[src/rtl/aes_round_controller.sv]
`default_nettype none
//==============================================================================
// aes_round_controller : iterative AES round sequencer with internal AddRoundKey
// Revision 1.0
//==============================================================================
module aes_round_controller #(
  parameter int NR = 10
) (
  input  logic         clk,
  input  logic         reset,
  input  logic         in_valid,
  output logic         in_ready,
  input  logic [127:0] in_data,
  output logic         out_valid,
  input  logic         out_ready,
  output logic [127:0] out_data,
  output logic         rk_req,
  output logic [3:0]   rk_idx,
  input  logic         rk_valid,
  input  logic [127:0] rk_data,
  output logic [127:0] core_in,
  output logic         core_mix_en,
  input  logic [127:0] core_out,
  output logic         busy
);

  localparam logic [3:0] c_LAST_ROUND = 4'(NR);

  typedef enum logic [1:0] {
    S_IDLE  = 2'd0,
    S_ROUND = 2'd1,
    S_DONE  = 2'd2
  } state_t;

  state_t       r_fsm;
  state_t       w_fsm_nxt;
  logic [127:0] r_state;
  logic [127:0] w_state_nxt;
  logic [3:0]   r_round;
  logic [3:0]   w_round_nxt;
  logic         w_last;

  assign w_last = (r_round == c_LAST_ROUND);

  always_ff @(posedge clk) begin
    if (reset) begin
      r_fsm   <= S_IDLE;
      r_state <= '0;
      r_round <= '0;
    end else begin
      r_fsm   <= w_fsm_nxt;
      r_state <= w_state_nxt;
      r_round <= w_round_nxt;
    end
  end

  always_comb begin
    w_fsm_nxt   = r_fsm;
    w_state_nxt = r_state;
    w_round_nxt = r_round;
    in_ready    = 1'b0;
    out_valid   = 1'b0;
    rk_req      = 1'b0;
    case (r_fsm)
      S_IDLE: begin
        in_ready = 1'b1;
        if (in_valid) begin
          w_state_nxt = in_data;
          w_round_nxt = 4'd0;
          w_fsm_nxt   = S_ROUND;
        end
      end
      S_ROUND: begin
        rk_req = 1'b1;
        if (rk_valid) begin
          // Round 0 is the initial whitening key; the core result is unused there.
          w_state_nxt = ((r_round == 4'd0) ? r_state : core_out) ^ rk_data;
          if (w_last) begin
            w_fsm_nxt = S_DONE;
          end else begin
            w_round_nxt = r_round + 4'd1;
          end
        end
      end
      S_DONE: begin
        out_valid = 1'b1;
        if (out_ready) begin
          w_fsm_nxt = S_IDLE;
        end
      end
      default: begin
        w_fsm_nxt = S_IDLE;
      end
    endcase
  end

  assign rk_idx      = r_round;
  assign out_data    = r_state;
  assign core_in     = r_state;
  assign core_mix_en = ~w_last;
  assign busy        = (r_fsm != S_IDLE);

endmodule
`default_nettype wire

[config.mk]
export PLATFORM = sky130hd
export DESIGN_NAME = aes_round_controller
export DESIGN_NICKNAME = d
export VERILOG_FILES = /design/src/rtl/aes_round_controller.sv
export SDC_FILE = /design/constraint.sdc
export NUM_CORES = 1
export LEC_CHECK = 0
export CORE_AREA = 3 3 252 254
export DETAILED_ROUTE_END_ITERATION = 8
export DIE_AREA = 0 0 255 257
export PLACE_DENSITY_LB_ADDON = 0.2
export SLEW_MARGIN = 20
export SYNTH_ARGS = -nofsm -noshare
export SYNTH_HDL_FRONTEND = slang
export SYNTH_SLANG_ARGS = --single-unit
[constraint.sdc]
create_clock -name clk -period 3.4 [get_ports clk]
set_input_delay 0.34 -clock clk [delete_from_list [all_inputs] [get_ports clk]]
set_output_delay 0.34 -clock clk [all_outputs]
set_load 0.02 [all_outputs]
==> summary.md, run 1 <==
| Metric | Value |
|---|---|
| Initial antenna violation count | `6` |
| Worst Hold Class | `reg -> reg` |
| H-tree depth | `4` |
| Routed vias/inst | `4.60` |
| Reg2Reg Depth | `7` |
| GPL Wtd Cong | `about 0.8` |
| Iter 0 DRT Violations | `roughly 580` |
| Max-Cap Viols | `0` |
| Power Total | `roughly 0.0065 W` |
| Pwr Density | `between 300 and 400 nW/µm²` |
| Max frequency | `around 400 MHz` |
| Critical path depth | `3` |
| Syn_nets | `between 1500 and 2000` |
| Routed WL | `roughly 56000 µm` |
| Crit path to | `rk_req` |
| Worst path slowest cell | `clkdlybuf4s50_1` |
| Setup TNS | `0 ns` |
| Cell row count | `91` |
| RR Startpoint | `rk_idx[0]` |
| Clk sink count | `about 130` |
| Io pins | `654` |
| Post-CTS Hold Buffers | `0` |
| Mapped Area | `between 10000 and 15000 µm²` |
| Crit Path Category | `reg -> out` |
| Worst-Margin Slew | `0.800 ns` |
| Inst Count DP | `between 2000 and 3000` |
| Proportion of layout cells with a drive suffix above 1 | `between 3 and 4%` |
| Number of gates resized after CTS | `0` |
| Worst path cell trace | `nand2b_4 -> inv_4 -> clkdlybuf4s50_1` |
| Non-filler cells, final | `between 2000 and 3000` |
| Final Setup Violations | `0` |
| Routed Antenna Nets | `0` |
| Total grt overflow | `0` |
| WP data arrival | `roughly 2.2 ns` |
| DPL Wire Length | `39700 µm` |
| Register bit total from synthesis | `134` |
| Pin count of the biggest net entering global routing | `77` |
| RSZ-0062 raised after global routing | `no` |
| CTS Buf Count | `17` |
| CTS clk-pin slew, worst paths | `around 0.070 ns` |
| Port Buffers | `approximately 650` |
| Die width | `~260 µm` |
| # nets final | `between 2000 and 2500` |
| Total GRT Usage | `between 10% and 20%` |
| Worst-skew pair later-pin latency | `around 0.47 ns` |
| Synth Instances | `between 1500 and 2000` |
| Worst Setup Start Kind | `register` |
| Via Count | `13025` |
| Status | `complete, no violations` |
| Rel. slew slack | `46.6%` |
| First-pass iteration count of the detailed router | `5` |
| Crit end category | `primary output` |
| First-pass GRT wire length | `approximately 80000 µm` |
| Reg-to-Reg End | `core_in[15]` |
| VDD IR max | `around 0.34 mV` |
| WP buf/inv | `2` |
| Clk buf depth | `2` |
| CP Launch Point | `r_fsm[0]` |
| Hold Fails Final Rpt | `0` |
| Required time worst endpoint | `3.06 ns` |
| Root buf cell | `clkbuf_16` |
| Distinct cells, synth | `31` |
| Initial Util | `16.5%` |
| Clk_skew | `0.00717 ns` |
| DR DRC count | `0` |
| Core area | `a little over 60000 µm²` |
| Critical path peak fanout | `25` |
| Yosys warns | `0` |
| Vias in the first global route | `between 10000 and 15000` |
| Worst path max stage delay | `between 0.6 and 0.7 ns` |
| CP top delay family | `buffers and inverters` |
| Sequential area share after synthesis | `26.5%` |
| Fin area | `approximately 17000 µm²` |
| Clock period minus worst slack | `2.57 ns` |
| R2R setup slack | `a little over 1 ns` |
| Final period utilization | `approximately three quarters` |
| End-of-flow core utilization | `between 20 and 30%` |
| Setup bufs post-CTS | `0` |
| CTS tree | `done` |
| Mean Syn Cell Area | `approximately 6.5 µm²` |
| Area delta synth->final | `68.6%` |
| Die area | `65500 µm²` |
| Die H | `257 µm` |
| Pleak | `between 5 and 6 nW` |
| Slew Viols, Final | `0` |
| Cell area after placement | `~16000 µm²` |
| Wirelength per Cell | `about 20 µm` |
-- how the worst min path moves through the flow --
| stage | start | to | cells past startpoint |
|---|---|---|---|
| 3_5_place_dp | core_in[72] | core_in[72] | 2 |
| 4_1_cts | out_ready | r_fsm[1] | 4 |
| 3_3_place_gp | core_in[59] | core_in[59] | 2 |
| 5_1_grt | rk_data[89] | core_in[89] | 4 |
| 6_report | core_in[82] | core_in[82] | 2 |
| 2_1_floorplan | reset | r_fsm[1] | 1 |
-- worst register-to-register path: cells and delay by family (launching register included) --
kind | cells | cell delay, ns
simple gates | 2 | 0.81
flops | 1 | 0.41
fa+ha+maj | 1 | 0.21
compound gates | 2 | 0.41
buf+inv | 2 | 0.49
-- final cells by class --
class,instances,area [µm²]
well taps,790,988
fillers,6656,44400
multi-input cells,1189,5900
clock inverters,13,146
clock buffers,19,453
flip-flops and latches,134,2680
diodes,5,12.5
repair buffers,673,6870
inverters,6,25.0
-- cell families after synthesis --
family	share of synthesized area, %
multiplexers	0.111
AO/OA/AOI/OAI	32.3
AND/OR/NAND/NOR	25.1
flip-flops	26.5
adder cells (fa/ha/maj)	0.370
buffers and inverters	15.7
-- registers in the layout (all words and copies together) (netlist names) --
name and count:
core_in 128, r_fsm 2, rk_idx 4
-- per-layer routing --
layer  share of wire (%)  vias to the layer above  global-route usage, %
li1                    -                     6229                      -
met1                  39                     6243                   18.0
met2                  52                      503                   30.1
met3                 7.0                       48                   4.33
met4                 2.0                        2                   5.24
met5               0.023                        -                      0
-- synth_stat cells, drive strengths merged --
cell | number | area [µm²]
inv | 6 | 22.5
o21ai | 129 | 646
clkbuf | 41 | 154
nand3 | 1 | 5.00
nor2 | 131 | 492
o211ai | 2 | 15.0
and2 | 1 | 6.26
or4 | 2 | 15.0
nand2b | 2 | 12.5
mux2 | 1 | 11.3
ha | 3 | 37.5
o31ai | 2 | 15.0
nand3b | 1 | 7.51
nand2 | 515 | 1930
or3b | 1 | 8.76
nor2b | 1 | 8.76
a311o | 128 | 1280
or2 | 3 | 18.8
or3 | 1 | 6.26
a21oi | 262 | 1320
nor3b | 3 | 27.5
dfxtp | 134 | 2680
buf | 201 | 1410
-- power breakdown --
part	leakage (nW)	switching, W	internal [W]
registers	1.11	0.000215	0.00173
logic	4.23	0.00135	0.00124
clock network	0.279	0.000863	0.00113
total	5.61	0.00242	0.00410
-- placed cells by master (no fill, tap or decap), types with 2 or more instances in the layout --
cell	instances
clkdlybuf4s50_1	653
a311o_1	128
buf_12	15
o21ai_0	9
o21ai_1	120
or2_2	2
bufinv_16	2
nor3b_1	2
nand2_1	515
o211ai_1	2
buf_4	5
a21oi_1	260
diode_2	5
clkinvlp_4	5
nor2_1	131
clkbuf_16	17
clkbuf_8	2
o31ai_1	2
ha_1	3
or4_1	2
dfxtp_1	134
inv_6	4
inv_1	5
-- stage by stage --
step                      hold slack, ns  setup WS (ns)
after floorplan                    0.412           1.56
after global placement             0.463          0.974
after detailed placement           0.475          0.927
after CTS                          0.448          0.772
after global routing               0.493          0.733
final                              0.484          0.831
Power figures use the tool's default switching activity.
==> run 2, diff against run 1 <==
--- a/config.mk
+++ b/config.mk
@@ -5,9 +5,9 @@
 export SDC_FILE = /design/constraint.sdc
 export NUM_CORES = 1
 export LEC_CHECK = 0
-export CORE_AREA = 3 3 252 254
+export CORE_AREA = 3 3 251 253
 export DETAILED_ROUTE_END_ITERATION = 8
-export DIE_AREA = 0 0 255 257
+export DIE_AREA = 0 0 254 256
 export PLACE_DENSITY_LB_ADDON = 0.2
 export SLEW_MARGIN = 20
 export SYNTH_ARGS = -nofsm -noshare
==> constraint.sdc (replaced) <==
create_clock -name clk -period 2.25 [get_ports clk]
set_input_delay 0.225 -clock clk [delete_from_list [all_inputs] [get_ports clk]]
set_output_delay 0.225 -clock clk [all_outputs]
set_load 0.02 [all_outputs]
==> summary.md, run 2 (synthesis gave the netlist of run 1 again) <==
| Metric | Value |
|---|---|
| Status | `complete, no violations` |
| CTS clk-pin slew, worst paths | `0.07 ns (about the same)` |
| Worst Hold Class | `in -> reg` |
| Sw Share | `37.2% (about the same)` |
| Crit Path Category | `reg -> out` |
| Via Count | `13263 (+1.8%)` |
| Setup bufs post-CTS | `0 (unchanged)` |
| Crit end category | `primary output` |
| Critical path peak fanout | `8 (-68%)` |
| Worst-skew pair later-pin latency | `0.47 ns (about the same)` |
| Routed vias/inst | `4.61 (+0.13%)` |
| Clk pwr share | `30.1% (-0.4 points)` |
| RSZ-0062 raised after global routing | `no` |
| Total grt overflow | `0 (unchanged)` |
| Pwr Density | `573 nW/µm² (+50%)` |
| Final period utilization | `approximately 90%` |
| Wirelength per Cell | `19.7 µm (about the same)` |
| Part of the power in registers | `29.1% (-0.7 points)` |
| Clk buf depth | `2 (unchanged)` |
| Internal power | `0.00636 W (+55%)` |
| Total GRT Usage | `16.9% (+0.56 points)` |
| Most frequent cells in the layout | `650 x clkdlybuf4s50_1, 515 x nand2_1, 260 x a21oi_1` |
| Fill cell count | `6629 (-0.41%)` |
| Worst Setup Start Kind | `register` |
| Max reg flops | `128 (unchanged)` |
| Io pins | `654 (unchanged)` |
| Most common cell after layout, fill and taps aside | `clkdlybuf4s50_1` |
| GPL Wtd Cong | `0.838 (+5.1%)` |
| Routed Antenna Nets | `0 (unchanged)` |
| Required time worst endpoint | `2.03 ns (-1.03 ns)` |
| Cell row count | `91 (unchanged)` |
| CTS Buf Count | `17 (unchanged)` |
| Max-Cap Viols | `0 (unchanged)` |
| WP data arrival | `1.85 ns (-0.38 ns)` |
| Die area | `65000 µm² (-0.78%)` |
| Combinational power share | `40.8% (+1.1 points)` |
| Area of the multi-input gates | `5900 µm² (unchanged)` |
| Setup TNS | `0 ns (unchanged)` |
| Initial Util | `16.5% (+0.061 points)` |
| Rel. slew slack | `66.5% (+20 points)` |
| VDD IR max | `0.552 mV (+62%)` |
| Routed WL | `56700 µm (+1.8%)` |
| Core area | `61300 µm² (-0.37%)` |
| Hold Fails Final Rpt | `0 (unchanged)` |
| Max frequency | `482 MHz` |
| Worst-Margin Slew | `0.501 ns (-0.299 ns)` |
| Post-CTS Hold Buffers | `0 (unchanged)` |
| Die H | `256 µm (-0.39%)` |
| Pin count of the biggest net entering global routing | `68 (-12%)` |
| H-tree depth | `4 (unchanged)` |
| Root buf cell | `clkbuf_16` |
| Final setup margin | `0.175 ns (-0.657 ns)` |
| Clock period minus worst slack | `just over 2 ns` |
| Clk sink count | `134 (unchanged)` |
| Die width | `254 µm (-0.39%)` |
| CTS tree | `done` |
| Switch Pwr | `0.00376 W (+55%)` |
| Final Setup Violations | `0 (unchanged)` |
| Area delta synth->final | `74.2%` |
| Port Buffers | `653 (unchanged)` |
| Initial antenna violation count | `2 (-4)` |
| DR DRC count | `0 (unchanged)` |
| First-pass GRT wire length | `83600 µm (+2.6%)` |
| FF/Latch Area | `2680 µm² (about the same)` |
| Clk_skew | `0.0139 ns (+0.00675 ns)` |
| First-pass iteration count of the detailed router | `5 (unchanged)` |
| Vias in the first global route | `13455 (+3.5%)` |
| DPL Wire Length | `41900 µm (+5.6%)` |
| Slew Viols, Final | `0 (unchanged)` |
| Pleak | `5.94 nW (+5.8%)` |
| Proportion of layout cells with a drive suffix above 1 | `5.56% (+2.4 points)` |
| Worst slack at placement | `0.227 ns (-0.700 ns)` |
| Iter 0 DRT Violations | `798 (+38%)` |
| # nets final | `2464 (+2.1%)` |
run 2: timing repair:
| action | 4_1_cts | 5_1_grt |
|---|---|---|
| hold endpoints to repair | 0 | 0 |
| resized for setup | 5 | 0 |
| endpoints found under the setup margin | 3 | 0 |
run 2: worst paths after layout:
kind / startpoint / to / slack, ns / depth (start not counted)
hold reg to reg: core_in[57] / core_in[57] / 0.49 / 2
hold / removal: out_ready / r_fsm[1] / 0.36 / 4
setup / recovery: r_fsm[0] / in_ready / 0.17 / 3
setup reg to reg: rk_idx[0] / core_in[31] / 0.21 / 7
run 2: critical path: stages, from the launching register on:
cell and delay, ns:
dfxtp_2 0.39, or2_2 0.33, inv_1 0.06, clkdlybuf4s50_1 0.59
run 2: routing by layer:
layer  GRT usage (%)  part of all wire (%)
met1            19.4                    40
met2            30.2                    50
met3            4.06                   6.6
met4            6.24                   2.8
met5               0                     0
run 2: metrics by stage:
stage	area, µm²	hold WS (ns)	instances	utilization [%]	total power (W)
after floorplan	10100	0.297	1571	-	0.00500
after global placement	17100	0.469	2843	27.8	0.00711
after detailed placement	17100	0.480	2843	27.8	0.00715
after CTS	17600	0.313	2875	28.8	0.0103
after global routing	17700	0.348	2877	28.8	0.0106
final	17700	0.364	2877	28.8	0.0101
run 2: final cells by class:
class | instances | share of cell area [%]
antenna | 2 | 0.0283
clock buffer | 19 | 2.57
clock inverter | 13 | 0.815
inverter | 6 | 0.156
multi-input combinational | 1189 | 33.4
sequential | 134 | 15.2
tap | 790 | 5.60
timing repair buffer | 724 | 42.2
run 2: power groups by stage:
stage          sequential, W  combinational, W  clock (W)
3_5_place_dp         0.00300           0.00415          0
3_3_place_gp         0.00299           0.00412          0
6_report             0.00294           0.00412    0.00305
2_1_floorplan        0.00316           0.00184          0
4_1_cts              0.00295           0.00417    0.00321
5_1_grt              0.00298           0.00442    0.00325
==> run 3, diff against run 2 <==
--- a/config.mk
+++ b/config.mk
@@ -5,9 +5,9 @@
 export SDC_FILE = /design/constraint.sdc
 export NUM_CORES = 1
 export LEC_CHECK = 0
-export CORE_AREA = 3 3 251 253
+export CORE_AREA = 5 5 254 256
 export DETAILED_ROUTE_END_ITERATION = 8
-export DIE_AREA = 0 0 254 256
+export DIE_AREA = 0 0 259 261
 export PLACE_DENSITY_LB_ADDON = 0.2
 export SLEW_MARGIN = 20
 export SYNTH_ARGS = -nofsm -noshare
==> constraint.sdc (replaced) <==
create_clock -name clk -period 2.7 [get_ports clk]
set_input_delay 0.27 -clock clk [delete_from_list [all_inputs] [get_ports clk]]
set_output_delay 0.27 -clock clk [all_outputs]
set_load 0.02 [all_outputs]
==> summary.md, run 3 (synthesis gave the netlist of run 1 again) <==
| Metric | Value |
|---|---|
| Hold Fails Final Rpt | `0 (unchanged)` |
| Met1 Track Usage GR | `18.3% (-1.0 points)` |
| CTS tree | `done` |
| Switch Pwr | `0.00303 W (-19%)` |
| Slew Viols, Final | `0 (unchanged)` |
| Sw Share | `38.0% (+0.79 points)` |
| Max-Cap Viols | `0 (unchanged)` |
| Clk sink count | `134 (unchanged)` |
| Clk buf depth | `2 (unchanged)` |
| Worst Hold Class | `in -> reg` |
| Max reg flops | `128 (unchanged)` |
| Io pins | `654 (unchanged)` |
| Reg2Reg Depth | `8 (+1)` |
| Total GRT Usage | `15.9% (-1.0 points)` |
| WP data arrival | `2.11 ns (+0.26 ns)` |
| Worst Setup Start Kind | `register` |
| Root buf cell | `clkbuf_16` |
| Critical path peak fanout | `19 (+11)` |
| Pwr Density | `467 nW/µm² (-18%)` |
| Combinational power share | `41.0% (+0.2 points)` |
| Routed vias/inst | `4.52 (-2.0%)` |
| GR peak layer | `met2` |
| Worst slack at placement | `0.539 ns (+0.312 ns)` |
| Post-CTS Hold Buffers | `0 (unchanged)` |
| First-pass GRT wire length | `83200 µm (-0.59%)` |
| Routed Antenna Nets | `0 (unchanged)` |
| Clk pwr share | `28.3% (-1.8 points)` |
| H-tree depth | `4 (unchanged)` |
| Worst-skew pair later-pin latency | `0.47 ns (about the same)` |
| Core area | `62300 µm² (+1.7%)` |
| Setup TNS | `0 ns (unchanged)` |
| DR DRC count | `0 (unchanged)` |
| Met2 usage | `28.5% (-1.7 points)` |
| Area delta synth->final | `68.9%` |
| DPL Wire Length | `41000 µm (-2.3%)` |
| Iter 0 DRT Violations | `758 (-5.0%)` |
| VDD IR max | `0.386 mV (-30%)` |
| Number of gates resized after CTS | `0 (-5)` |
| Via Count | `13044 (-1.7%)` |
| Proportion of layout cells with a drive suffix above 1 | `3.14% (-2.4 points)` |
| Port Buffers | `653 (unchanged)` |
| Max frequency | `between 400 and 500 MHz` |
| Fin area | `17100 µm² (-3.0%)` |
| Non-filler cells, final | `2887 (+0.35%)` |
| Status | `complete, no violations` |
| Die width | `259 µm (+2.0%)` |
| Rel. slew slack | `60.1% (-6.4 points)` |
| CTS Buf Count | `17 (unchanged)` |
| Vias in the first global route | `13204 (-1.9%)` |
| Internal power | `0.00496 W (-22%)` |
| Crit end category | `primary output` |
| First-pass iteration count of the detailed router | `5 (unchanged)` |
| Met3 usage | `4.74% (+0.68 points)` |
| Pleak | `5.60 nW (-5.6%)` |
| Final Setup Violations | `0 (unchanged)` |
| Final period utilization | `88.3%` |
| Initial Util | `16.3% (-0.27 points)` |
| Most frequent cells in the layout | `653 x clkdlybuf4s50_1, 515 x nand2_1, 260 x a21oi_1` |
| Wirelength per Cell | `19.9 µm (+0.68%)` |
| Routed WL | `57300 µm (+1.0%)` |
| # nets final | `2418 (-1.9%)` |
| GPL Wtd Cong | `0.785 (-6.3%)` |
| Die area | `67600 µm² (+4.0%)` |
| Required time worst endpoint | `2.43 ns (+0.40 ns)` |
| Cell row count | `92 (+1.1%)` |
| Clk_skew | `0.0162 ns (+0.00223 ns)` |
| Worst Hold Depth | `4 (unchanged)` |
| Most common cell after layout, fill and taps aside | `clkdlybuf4s50_1` |
| Part of the power in registers | `30.7% (+1.6 points)` |
| Initial antenna violation count | `2 (unchanged)` |
| Crit Path Category | `reg -> out` |
| CTS clk-pin slew, worst paths | `0.07 ns (about the same)` |
| RSZ-0062 raised after global routing | `no` |
| Cell area after placement | `16600 µm² (-2.7%)` |
| Final setup margin | `0.316 ns (+0.141 ns)` |
| Power Total | `0.00800 W (-21%)` |
| Pin count of the biggest net entering global routing | `91 (+34%)` |
| Total grt overflow | `0 (unchanged)` |
| Inst Count DP | `2853 (+0.35%)` |
| Setup bufs post-CTS | `0 (unchanged)` |
| Clock period minus worst slack | `between 2 and 2.5 ns` |
| Worst-Margin Slew | `0.598 ns (+0.0973 ns)` |
| Die H | `261 µm (+2.0%)` |
run 3: cell types whose count changed in the layout (fill, tap and decap cells not counted):
cell / change
diode_2: +2
bufinv_16: -2
clkbuf_1: +3
clkdlybuf4s50_1: +3
clkinv_2: +1
buf_4: -31
clkinv_4: +1
dlygate4sd2_1: -3
buf_12: -15
inv_4: +1
inv_6: -6
dfxtp_2: -1
dfxtp_1: +1
run 3: path summary, 6_finish.rpt:
kind	start	endpoint	slack, ns
max	r_fsm[0]	rk_req	0.32
min	out_ready	r_fsm[1]	0.42
max reg2reg	rk_idx[0]	core_in[123]	0.58
min reg2reg	core_in[43]	core_in[43]	0.48
run 3: power by group through the flow:
stage	registers, W	logic (W)	clock network, W
floorplan	0.00263	0.00153	0
global placement	0.00249	0.00328	0
detailed placement	0.00250	0.00331	0
CTS	0.00246	0.00332	0.00238
global route	0.00249	0.00352	0.00245
finish	0.00246	0.00328	0.00226
run 3: critical path: stages, from the launching register on:
cell	delay, ns
dfxtp_1	0.55
nand2b_4	0.29
inv_4	0.17
clkdlybuf4s50_1	0.64
run 3: metal layers:
layer,share of wire (%),up-vias
met5,0.012,-
met4,1.7,2
met3,7.3,42
met2,52,522
met1,39,6250
li1,-,6228
run 3: through the flow:
step / util [%] / hold slack, ns
4_1_cts: 27.5 / 0.374
5_1_grt: 27.5 / 0.405
3_3_place_gp: 26.6 / 0.465
3_5_place_dp: 26.6 / 0.475
6_report: 27.5 / 0.423
2_1_floorplan: - / 0.342
run 3: layout make-up:
class                           instances  area, µm²
Fill cell                            6753      45200
Timing Repair Buffer                  678       6920
Multi-Input combinational cell       1189       5900
Sequential cell                       134       2680
Tap cell                              846       1060
Clock buffer                           22        464
Clock inverter                          8       53.8
Inverter                                6       25.0
Antenna cell                            4       10.0
==> RTL edit: new RTL, config.mk and constraints of run 3 <==
The 3 states of `state_t` get a one-hot encoding in 3 bits.
--- a/src/rtl/aes_round_controller.sv
+++ b/src/rtl/aes_round_controller.sv
@@ -27,8 +27,8 @@
   localparam logic [3:0] c_LAST_ROUND = 4'(NR);
 
-  typedef enum logic [1:0] {
-    S_IDLE  = 2'd0,
-    S_ROUND = 2'd1,
-    S_DONE  = 2'd2
+  typedef enum logic [2:0] {
+    S_IDLE  = 3'b001,
+    S_ROUND = 3'b010,
+    S_DONE  = 3'b100
   } state_t;
 
Check against the original RTL: same outputs for any inputs over 4 cycles, from zero or initial values and one cycle with reset high; so few cycles prove little.
==> RTL edit against run 3 <==
Cell area up 3.1%. Critical endpoint is now in_ready. Sequential cell count is 1 higher. Worst hold slack worse by 0.21 ns. Critical path depth stayed put. Setup slack worse by 0.083 ns. Routed wire length down 19%. Highest routed layer is now met4. Area after synthesis is 4.0% higher. Total power decreased by 8.6%. Register-to-register slack got worse by 0.11 ns.
==> RTL edit: results (changes against run 3) <==
routing:
  maxUsedRoutingLayer: "met4"
  avgRoutedWirePerCell_um: 19.4  # -2.4%
  wl_met1_um: 18600  # -18%
layout:
  inv_count: 4  # -2
  sh_seq_area_pct: 15.3  # -0.37 points
  non_clock_buffer_area_share_pct: 39.5  # -0.90 points
  drive_gt1_share_pct: 5.20  # +2.1 points
  seq_cell_count: 135  # +0.75%
  clock_buffers: 21  # -4.5%
  antenna_cells: 3  # -1
  clk_share_pct: 3.17  # +0.15 points
yosys:
  synth.avg_cell_area_um2: 10.1  # +57%
  yosys-top-cells-count: "buf_4, dfxtp_1, nor3b_1, mux2i_1, xnor2_1"
  synth_nets: 1431  # -27%
  synth_cell_type_count: 32  # +3.2%
  synthTopCellsByArea: "dfxtp_1, mux2i_1, and4bb_1"
status:
  status: "complete, no violations"
placed_design:
  dp.final_hpwl_um: 35900  # -12%
  dp_cells: 2352  # -18%
grt:
  antenna_found_initial: 3  # +1
  grt_pass1_wl_um: 67500  # -19%
  use_met2_pct: 23.6  # -4.9 points
power:
  leakage_nw: 7.93  # +42%
setup_path:
  r2r_slack_ns: 0.47  # -0.11 ns
  cp_max_fo: 6  # -13
hold_path:
  hold_start: "reset"
[RTL edit: metrics by stage]
step,util [%],instance area (µm²),worst slack [ns]
4_1_cts,28.3,17600,0.164
2_1_floorplan,-,10500,0.740
3_3_place_gp,27.4,17100,0.395
6_report,28.4,17700,0.232
3_5_place_dp,27.4,17100,0.378
5_1_grt,28.4,17700,0.120
[RTL edit: power by group]
| group | total, mW | switching [mW] | internal [mW] |
|---|---|---|---|
| Combinational | 2.59 | 1.08 | 1.50 |
| Clock | 2.37 | 1.05 | 1.31 |
| Sequential | 2.35 | 0.199 | 2.15 |
[RTL edit: logic make-up after synthesis]
group | Yosys count | synth area share [%]
AO/OA/AOI/OAI | 136 | 11.4
XOR/XNOR | 131 | 10.9
adder cells (fa/ha/maj) | 3 | 0.356
buffers and inverters | 231 | 14.4
flip-flops | 135 | 25.6
multiplexers | 129 | 12.2
AND/OR/NAND/NOR | 274 | 25.1
